--- src/rtl/regfile_wb_arbiter.sv ---
// Writeback arbiter: merges ALU and LSU results onto the single regfile write port.
// Each source has its own small FIFO with a valid/ready handshake. A round-robin
// arbiter drains the FIFOs into a registered write port, so at most one write
// retires per cycle.
module regfile_wb_arbiter #(
  parameter int unsigned DATA_W     = 64,
  parameter int unsigned REG_COUNT  = 32,
  parameter int unsigned FIFO_DEPTH = 2
) (
  input  logic                                  clk,
  input  logic                                  rst,
  input  logic                                  alu_valid,
  output logic                                  alu_ready,
  input  logic [$clog2(REG_COUNT)-1:0]          alu_addr,
  input  logic [DATA_W-1:0]                     alu_data,
  input  logic                                  lsu_valid,
  output logic                                  lsu_ready,
  input  logic [$clog2(REG_COUNT)-1:0]          lsu_addr,
  input  logic [DATA_W-1:0]                     lsu_data,
  output logic                                  wr_en,
  output logic [$clog2(REG_COUNT)-1:0]          wr1_addr,
  output logic [DATA_W-1:0]                     wr1_data,
  output logic [$clog2(2*FIFO_DEPTH+2)-1:0]     pending,
  output logic                                  idle
);

  localparam int unsigned ADDR_W = $clog2(REG_COUNT);
  localparam int unsigned PTR_W  = $clog2(FIFO_DEPTH);
  localparam int unsigned CNT_W  = $clog2(FIFO_DEPTH + 1);
  localparam int unsigned PEND_W = $clog2(2 * FIFO_DEPTH + 2);
  localparam logic [CNT_W-1:0] FULL_CNT = CNT_W'(FIFO_DEPTH);

  typedef enum logic {
    SRC_ALU = 1'b0,
    SRC_LSU = 1'b1
  } src_e;

  // Index 0 is the ALU FIFO, index 1 the LSU FIFO.
  logic [ADDR_W-1:0] addr_mem [2][FIFO_DEPTH];
  logic [DATA_W-1:0] data_mem [2][FIFO_DEPTH];
  logic [PTR_W-1:0]  wptr     [2];
  logic [PTR_W-1:0]  rptr     [2];
  logic [CNT_W-1:0]  count    [2];

  logic [ADDR_W-1:0] in_addr  [2];
  logic [DATA_W-1:0] in_data  [2];
  logic [1:0]        in_valid;
  logic [1:0]        full;
  logic [1:0]        nonempty;
  logic [1:0]        push;
  logic [1:0]        pop;

  src_e              rr_ptr;
  src_e              rr_next;
  logic              sel_idx;
  logic              pop_any;
  logic [ADDR_W-1:0] pop_addr;
  logic [DATA_W-1:0] pop_data;

  // Gather the two source interfaces into indexable form.
  always_comb begin
    in_valid   = {lsu_valid, alu_valid};
    in_addr[0] = alu_addr;
    in_addr[1] = lsu_addr;
    in_data[0] = alu_data;
    in_data[1] = lsu_data;
  end

  // FIFO status; ready depends only on occupancy, so a full FIFO stays not-ready
  // even in a cycle where it is being popped.
  always_comb begin
    full     = '0;
    nonempty = '0;
    push     = '0;
    for (int unsigned s = 0; s < 2; s++) begin
      full[s]     = (count[s] == FULL_CNT);
      nonempty[s] = (count[s] != '0);
      push[s]     = in_valid[s] && !full[s];
    end
  end

  assign alu_ready = !full[0];
  assign lsu_ready = !full[1];

  // Round-robin grant: the pointer only matters, and only advances, when both contend.
  always_comb begin
    rr_next = rr_ptr;
    sel_idx = 1'b0;
    pop     = '0;
    if (&nonempty) begin
      sel_idx = (rr_ptr == SRC_LSU);
      rr_next = (rr_ptr == SRC_ALU) ? SRC_LSU : SRC_ALU;
    end else if (nonempty[1]) begin
      sel_idx = 1'b1;
    end
    pop_any = |nonempty;
    if (pop_any) begin
      if (sel_idx) pop[1] = 1'b1;
      else         pop[0] = 1'b1;
    end
    pop_addr = addr_mem[sel_idx][rptr[sel_idx]];
    pop_data = data_mem[sel_idx][rptr[sel_idx]];
  end

  // FIFO storage; contents need no reset because occupancy gates every read.
  always_ff @(posedge clk) begin
    for (int unsigned s = 0; s < 2; s++) begin
      if (push[s]) begin
        addr_mem[s][wptr[s]] <= in_addr[s];
        data_mem[s][wptr[s]] <= in_data[s];
      end
    end
  end

  // FIFO pointers and occupancy; a simultaneous push and pop leaves count unchanged.
  always_ff @(posedge clk) begin
    for (int unsigned s = 0; s < 2; s++) begin
      if (!rst) begin
        wptr[s]  <= '0;
        rptr[s]  <= '0;
        count[s] <= '0;
      end else begin
        if (push[s]) wptr[s] <= wptr[s] + PTR_W'(1);
        if (pop[s])  rptr[s] <= rptr[s] + PTR_W'(1);
        count[s] <= count[s] + CNT_W'(push[s]) - CNT_W'(pop[s]);
      end
    end
  end

  // Arbiter pointer register.
  always_ff @(posedge clk) begin
    if (!rst) rr_ptr <= SRC_ALU;
    else      rr_ptr <= rr_next;
  end

  // Registered regfile write port; address/data hold when no write retires.
  always_ff @(posedge clk) begin
    if (!rst) begin
      wr_en    <= 1'b0;
      wr1_addr <= '0;
      wr1_data <= '0;
    end else begin
      wr_en <= pop_any;
      if (pop_any) begin
        wr1_addr <= pop_addr;
        wr1_data <= pop_data;
      end
    end
  end

  assign pending = PEND_W'(count[0]) + PEND_W'(count[1]) + PEND_W'(wr_en);
  assign idle    = (pending == '0);

endmodule
--- config.mk ---
export PLATFORM = sky130hd
export DESIGN_NAME = regfile_wb_arbiter
export DESIGN_NICKNAME = d
export VERILOG_FILES = /design/src/rtl/regfile_wb_arbiter.sv
export SDC_FILE = /design/constraint.sdc
export NUM_CORES = 1
export LEC_CHECK = 0
export ABC_AREA = 1
export CAP_MARGIN = 20
export CORE_MARGIN = 10
export CORE_UTILIZATION = 55
export CTS_CLUSTER_SIZE = 8
export DETAILED_ROUTE_END_ITERATION = 12
export DONT_BUFFER_PORTS = 1
export PLACE_DENSITY = 0.7
export SLEW_MARGIN = 20
export SYNTH_ARGS = -nofsm -noshare
export SYNTH_HDL_FRONTEND = slang
export SYNTH_SLANG_ARGS = --single-unit
--- constraint.sdc ---
create_clock -name clk -period 5.3 [get_ports clk]
set_input_delay 1.325 -clock clk [delete_from_list [all_inputs] [get_ports clk]]
set_output_delay 1.325 -clock clk [all_outputs]
set_load 0.03 [all_outputs]
Word-level counts from Yosys, hierarchy flattened
Memories as Yosys holds them, arrays and structs flattened.
Index checks and enable logic that the tools add are counted.
W data, S select, Z words.
- RAM bits: 284
- bits of input ports: 142
- memories: 5
- register bits: 71
- output and inout port bits: 76
- word-level logic and storage cells: 90
- memory list (memory ; depth ; bits a word ; rd ports ; clocked after Yosys merged registers in ; wr ports ; RTL line ; source):
    data_mem ; 2 ; 128 ; 1 ; 0 ; 2 ; 40 ; logic [DATA_W-1:0] data_mem [2][FIFO_DEPTH];
    addr_mem ; 2 ; 10 ; 1 ; 0 ; 2 ; 39 ; logic [ADDR_W-1:0] addr_mem [2][FIFO_DEPTH];
    count ; 2 ; 2 ; 2 ; 0 ; 2 ; 43 ; logic [CNT_W-1:0] count [2];
    rptr ; 2 ; 1 ; 3 ; 0 ; 2 ; 42 ; logic [PTR_W-1:0] rptr [2];
    wptr ; 2 ; 1 ; 2 ; 0 ; 2 ; 41 ; logic [PTR_W-1:0] wptr [2];
- magnitude comparators: 5
- $add $sub $neg: 10
- reduce and logical (&&, ||, !) cells: 11
- muxes and demuxes: 44
- equality and inequality tests: 2
- bitwise gates (word level): 9
- operator list (operator ; number):
    $mux W64 ; 5
    $mux W128 ; 2
    $demux W64 S1 ; 2
    $mux W5 ; 5
    $mux W1 ; 23
    $mux W10 ; 2
    $demux W5 S1 ; 2
    $ge A2 B2 Y1 const B ; 3
    $mux W2 ; 3
    $not A1 Y2 ; 3
    $or A1 B1 Y1 ; 6
    $add A1 B1 Y1 const B ; 4
    $add A2 B1 Y2 ; 2
    $eq A2 B2 Y1 const B ; 2
    $logic_and A1 B1 Y1 ; 4
    $lt A2 B1 Y1 const B ; 2
    $reduce_bool A2 Y1 ; 2
    $sub A2 B1 Y2 ; 2
    $add A2 B2 Y3 ; 1
    $add A3 B1 Y3 ; 1
    $logic_not A3 Y1 ; 1
    $logic_not A1 Y1 ; 2
    $reduce_and A2 Y1 ; 1
    $reduce_or A2 Y1 ; 1

Depth between registers and ports, before layout
- depth after elaboration: 9
- depth in mapped cells: 11
- depth with buffers taken out: 10

Least setup slack after synthesis
Ideal clock, no wire load.
- path kind: in2reg
- start: input alu_valid
- end: memory addr_mem[0][0] (netlist bit), enable pin
- library setup time: 497 ps
- slack: 471 ps
- data arrival time: 4332 ps
- stages: 2
- buffers on the path: 0
- required time: 4803 ps
- path through: nand2_1 -> nor2_1
- RTL lines (item ; RTL line ; source):
    start, declared ; 12 ; input logic alu_valid,
    end, declared ; 39 ;

Worst setup path in the final report
- start: register wr_en
- end: output idle
- longest elaborated chain between the ends: 2
- RTL lines (item ; RTL line ; source):
    start, declared ; 20 ; output logic wr_en,
    start signal, assigned ; 143 ; wr_en <= pop_any;
    $add A3 B1 Y3 ; 151 ; assign pending = PEND_W'(count[0]) + PEND_W'(count[1]) + PEND_W'(wr_en);
    net pending[1] ; 23 ; output logic [$clog2(2*FIFO_DEPTH+2)-1:0] pending,
    $logic_not A3 Y1 ; 152 ; assign idle = (pending == '0);
    end, declared ; 24 ; output logic idle
The timed path passes the listed nets, and every way through them passes these cells.

==> impl_metrics.py <==
metrics = {
    "outcome": {
        "outcome": "finished, final reports clean",
    },
    "worst_setup_path": {
        "crit_family": "adder cells",
        "path_buf_inv": 2,
        "critical_path_class": "reg2out",
        "critPathLaunchType": "flip-flop",
        "cp_slowest_cell": "nor3_1",
        "slowest_delay_ns": 0.80,
        "cp_max_fo": 2,
        "required_ns": 3.97,
        "critPathArrivalTime_ns": 3.18,
        "end_kind": "output pin",
        "path_cells": "inv_1 -> fa_1 -> fa_1 -> inv_1 -> nor3_1",
    },
    "floorplan": {
        "start_util_pct": 55.76,
        "core_area_sq_um": 25110,
        "rows": 58,
        "die_area_sq_um": 32230,
        "die_h_um": 179.5,
        "io-pin-count": 218,
        "die_x_um": 179.5,
    },
    "hold_path": {
        "hp-class": "reg2reg",
    },
    "timing": {
        "final-setup-viol-count": 0,
        "finalSetupTns_ns": 0,
        "maxSlewHeadroom_pct": 33.13,
        "fmax_mhz": 222.2,
        "final_hold_viol_count": 0,
        "rsz0062_at_grt": "false",
        "tightestPinTransition_ns": 1.003,
        "final_max_slew_viol_count": 0,
        "skew_ns": 0.01644,
        "period_minus_slack_ns": 4.501,
        "period_share_pct": 84.93,
        "timing.final.ws_setup_ns": 0.7990,
    },
    "clocking": {
        "clockBufferDepth": 3,
        "cts_setup_buffers": 0,
        "cts_resized": 0,
        "cts.clk_slew.worst_paths_ns": 0.05,
        "cts_sinks": 355,
        "cts_tree": "built",
        "hold_buffers": 0,
        "clock_latency_ns": 0.53,
        "root_buffer": "clkbuf_16",
        "cts_buffers": 50,
        "htree_num_levels": 2,
    },
    "pwr": {
        "irDropWorstVdd_v": 0.0003618,
        "switching_share_pct": 38.36,
        "leakage_nw": 6.605,
        "p_int_mw": 6.190,
        "pwr-share-comb_pct": 30.0,
        "p_clk_share_pct": 28.4,
        "switching_power_mw": 3.852,
        "seqPwrFrac_pct": 41.6,
        "power.density_nw_per_um2": 639.6,
    },
    "grt": {
        "antenna_found_initial": 1,
        "gr-total-overflow": 0,
        "grt_pass1_vias": 8754,
        "grt_max_degree": 120,
        "grt_pass1_wl_mm": 48.47,
        "track_usage_pct": 19.04,
    },
    "synthesis": {
        "synthesis.nets": 1448,
        "ys_warn_count": 0,
        "avgSynthCellArea_sq_um": 10.76,
        "netlist_instances": 1301,
        "ys_types": 27,
        "synth-seq-area-share_pct": 70.64,
        "synth_top_cell_area_share_pct": 59.63,
        "synth.area.top_cells": "edfxtp_1, dfxtp_1, nand2_1, inv_1, nor2_1",
        "syn-cell-area_sq_um": 14000,
        "yosysTopAreaCell": "edfxtp_1",
        "synth-seq-cells": 355,
    },
    "placement": {
        "gp_congestion": 0.7536,
        "dp_slack_ns": 1.292,
        "port_buffers": 0,
        "dp_hpwl_mm": 18.71,
        "dpl_cell_area_sq_um": 14230,
    },
    "route": {
        "drcViolationCount": 0,
        "drtPass1Iterations": 4,
        "post_drt_via_cell_ratio": 5.180,
        "route.vias.total": 8713,
        "routed_wl_mm": 31.44,
        "drt_iter0_drc": 521,
        "postRouteAntennaNets": 0,
        "wire_per_inst_um": 18.69,
    },
    "flow_run": {
        "cap_violations": 0,
    },
    "finish": {
        "fillers": 1974,
        "final_nets": 1459,
        "area_growth_pct": 12.14,
        "drive_gt1_share_pct": 7.328,
        "multi_input_area_sq_um": 3123,
        "post-route-cell-area_sq_um": 15700,
        "final_core_util_pct": 62.52,
        "regArea_sq_um": 9889,
    },
}
## through the flow
stage	power [mW]	hold WS (ns)	cells
finish	10.04	0.5061	1682
global route	10.69	0.5185	1682
CTS	10.12	0.5101	1680
detailed placement	7.241	0.5022	1589
global placement	7.151	0.4834	1589
floorplan	6.561	0.4653	1301
## cell usage in the layout, fill, tap and decap left out
cell type and instances:
o21ai_1 2, clkbuf_8 1, inv_6 1, a21oi_4 1, buf_12 2, diode_2 1, nor3_4 1, xor2_1 1
nand3_2 10, inv_1 169, nand2_1 383, nand3_1 88, fa_1 2, nand2_2 1, edfxtp_1 278, nor3_1 3
buf_4 15, dfxtp_1 77, o21ai_0 72, nor2_2 2, nand2_4 2, ha_1 3, nor2_4 6, inv_2 4
a21oi_1 4, clkbuf_1 38, o21ai_4 1, clkbuf_16 51, buf_16 1, nor2_1 132
## routing by layer
layer  part of all wire [%]  up-vias  global-route usage, %  routed length [um]
met5                      0        -                      0                   0
met4                    3.5        0                  9.031                1113
met3                    9.9       79                  7.229                3123
met2                     50      308                  32.69               15660
met1                     37     4109                  20.31               11540
li1                       -     4217                      -                   -
## cells by family after synthesis
kind of cell               Yosys count  synth area share [%]
AOI/OAI and AO/OA                   80                 2.914
xor gates and xnor gates             1               0.06257
adders and majority gates            5                0.5542
buffers and inverters              232                 7.427
DFF                                355                 70.64
and+or+nand+nor                    628                 18.40
## area by class of cell
class                           count  share of cell area [%]
Clock buffer                       90                   9.126
Multi-Input combinational cell    714                   19.89
Inverter                          173                   4.136
Clock inverter                      1                 0.05579
Tap cell                          330                   2.630
Timing Repair Buffer               18                   1.148
Sequential cell                   355                   63.00
Antenna cell                        1                 0.01594
## synth_stat cells
library cell	count
a21oi_1	4
a21oi_2	1
buf_2	33
buf_4	7
buf_6	12
buf_8	1
clkbuf_1	6
dfxtp_1	77
edfxtp_1	278
fa_1	2
ha_1	3
inv_1	169
inv_2	4
nand2_1	383
nand2_2	1
nand2_4	2
nand3_1	88
nand3_2	10
nor2_1	137
nor2_2	2
nor2_4	1
nor3_1	3
nor3_4	1
o21ai_0	72
o21ai_1	2
o21ai_2	1
xor2_1	1
## state kept, by name, indices dropped and copies added (netlist names)
| signal | flops |
|---|---|
| data_mem | 256 |
| wr1_data | 64 |
| addr_mem | 20 |
| wr1_addr | 5 |
| count | 4 |
| rptr | 2 |
| wptr | 2 |
| rr_ptr | 1 |
| wr_en | 1 |
## path summary, 6_finish.rpt
kind,to,slack (ns),from,depth (start not counted)
setup / recovery,idle,0.80,wr_en,5
hold / removal,rptr[1],0.51,rptr[1],2
setup reg to reg,wr1_data[33],2.40,count[0][1],10
hold reg to reg,rptr[1],0.51,rptr[1],2
## tightest hold or removal path: stages, from the launching register on
cell	delay (ns)
dfxtp_1	0.32
nand2_1	0.07
a21oi_1	0.06
## power groups by stage
| stage | Sequential (mW) | Combinational [mW] | Clock, mW |
|---|---|---|---|
| after floorplan | 4.17 | 2.39 | 0 |
| after global placement | 4.23 | 2.92 | 0 |
| after detailed placement | 4.24 | 3.00 | 0 |
| after CTS | 4.19 | 3.02 | 2.91 |
| after global routing | 4.22 | 3.42 | 3.04 |
| final | 4.18 | 3.01 | 2.85 |
Power figures use the tool's default switching activity.
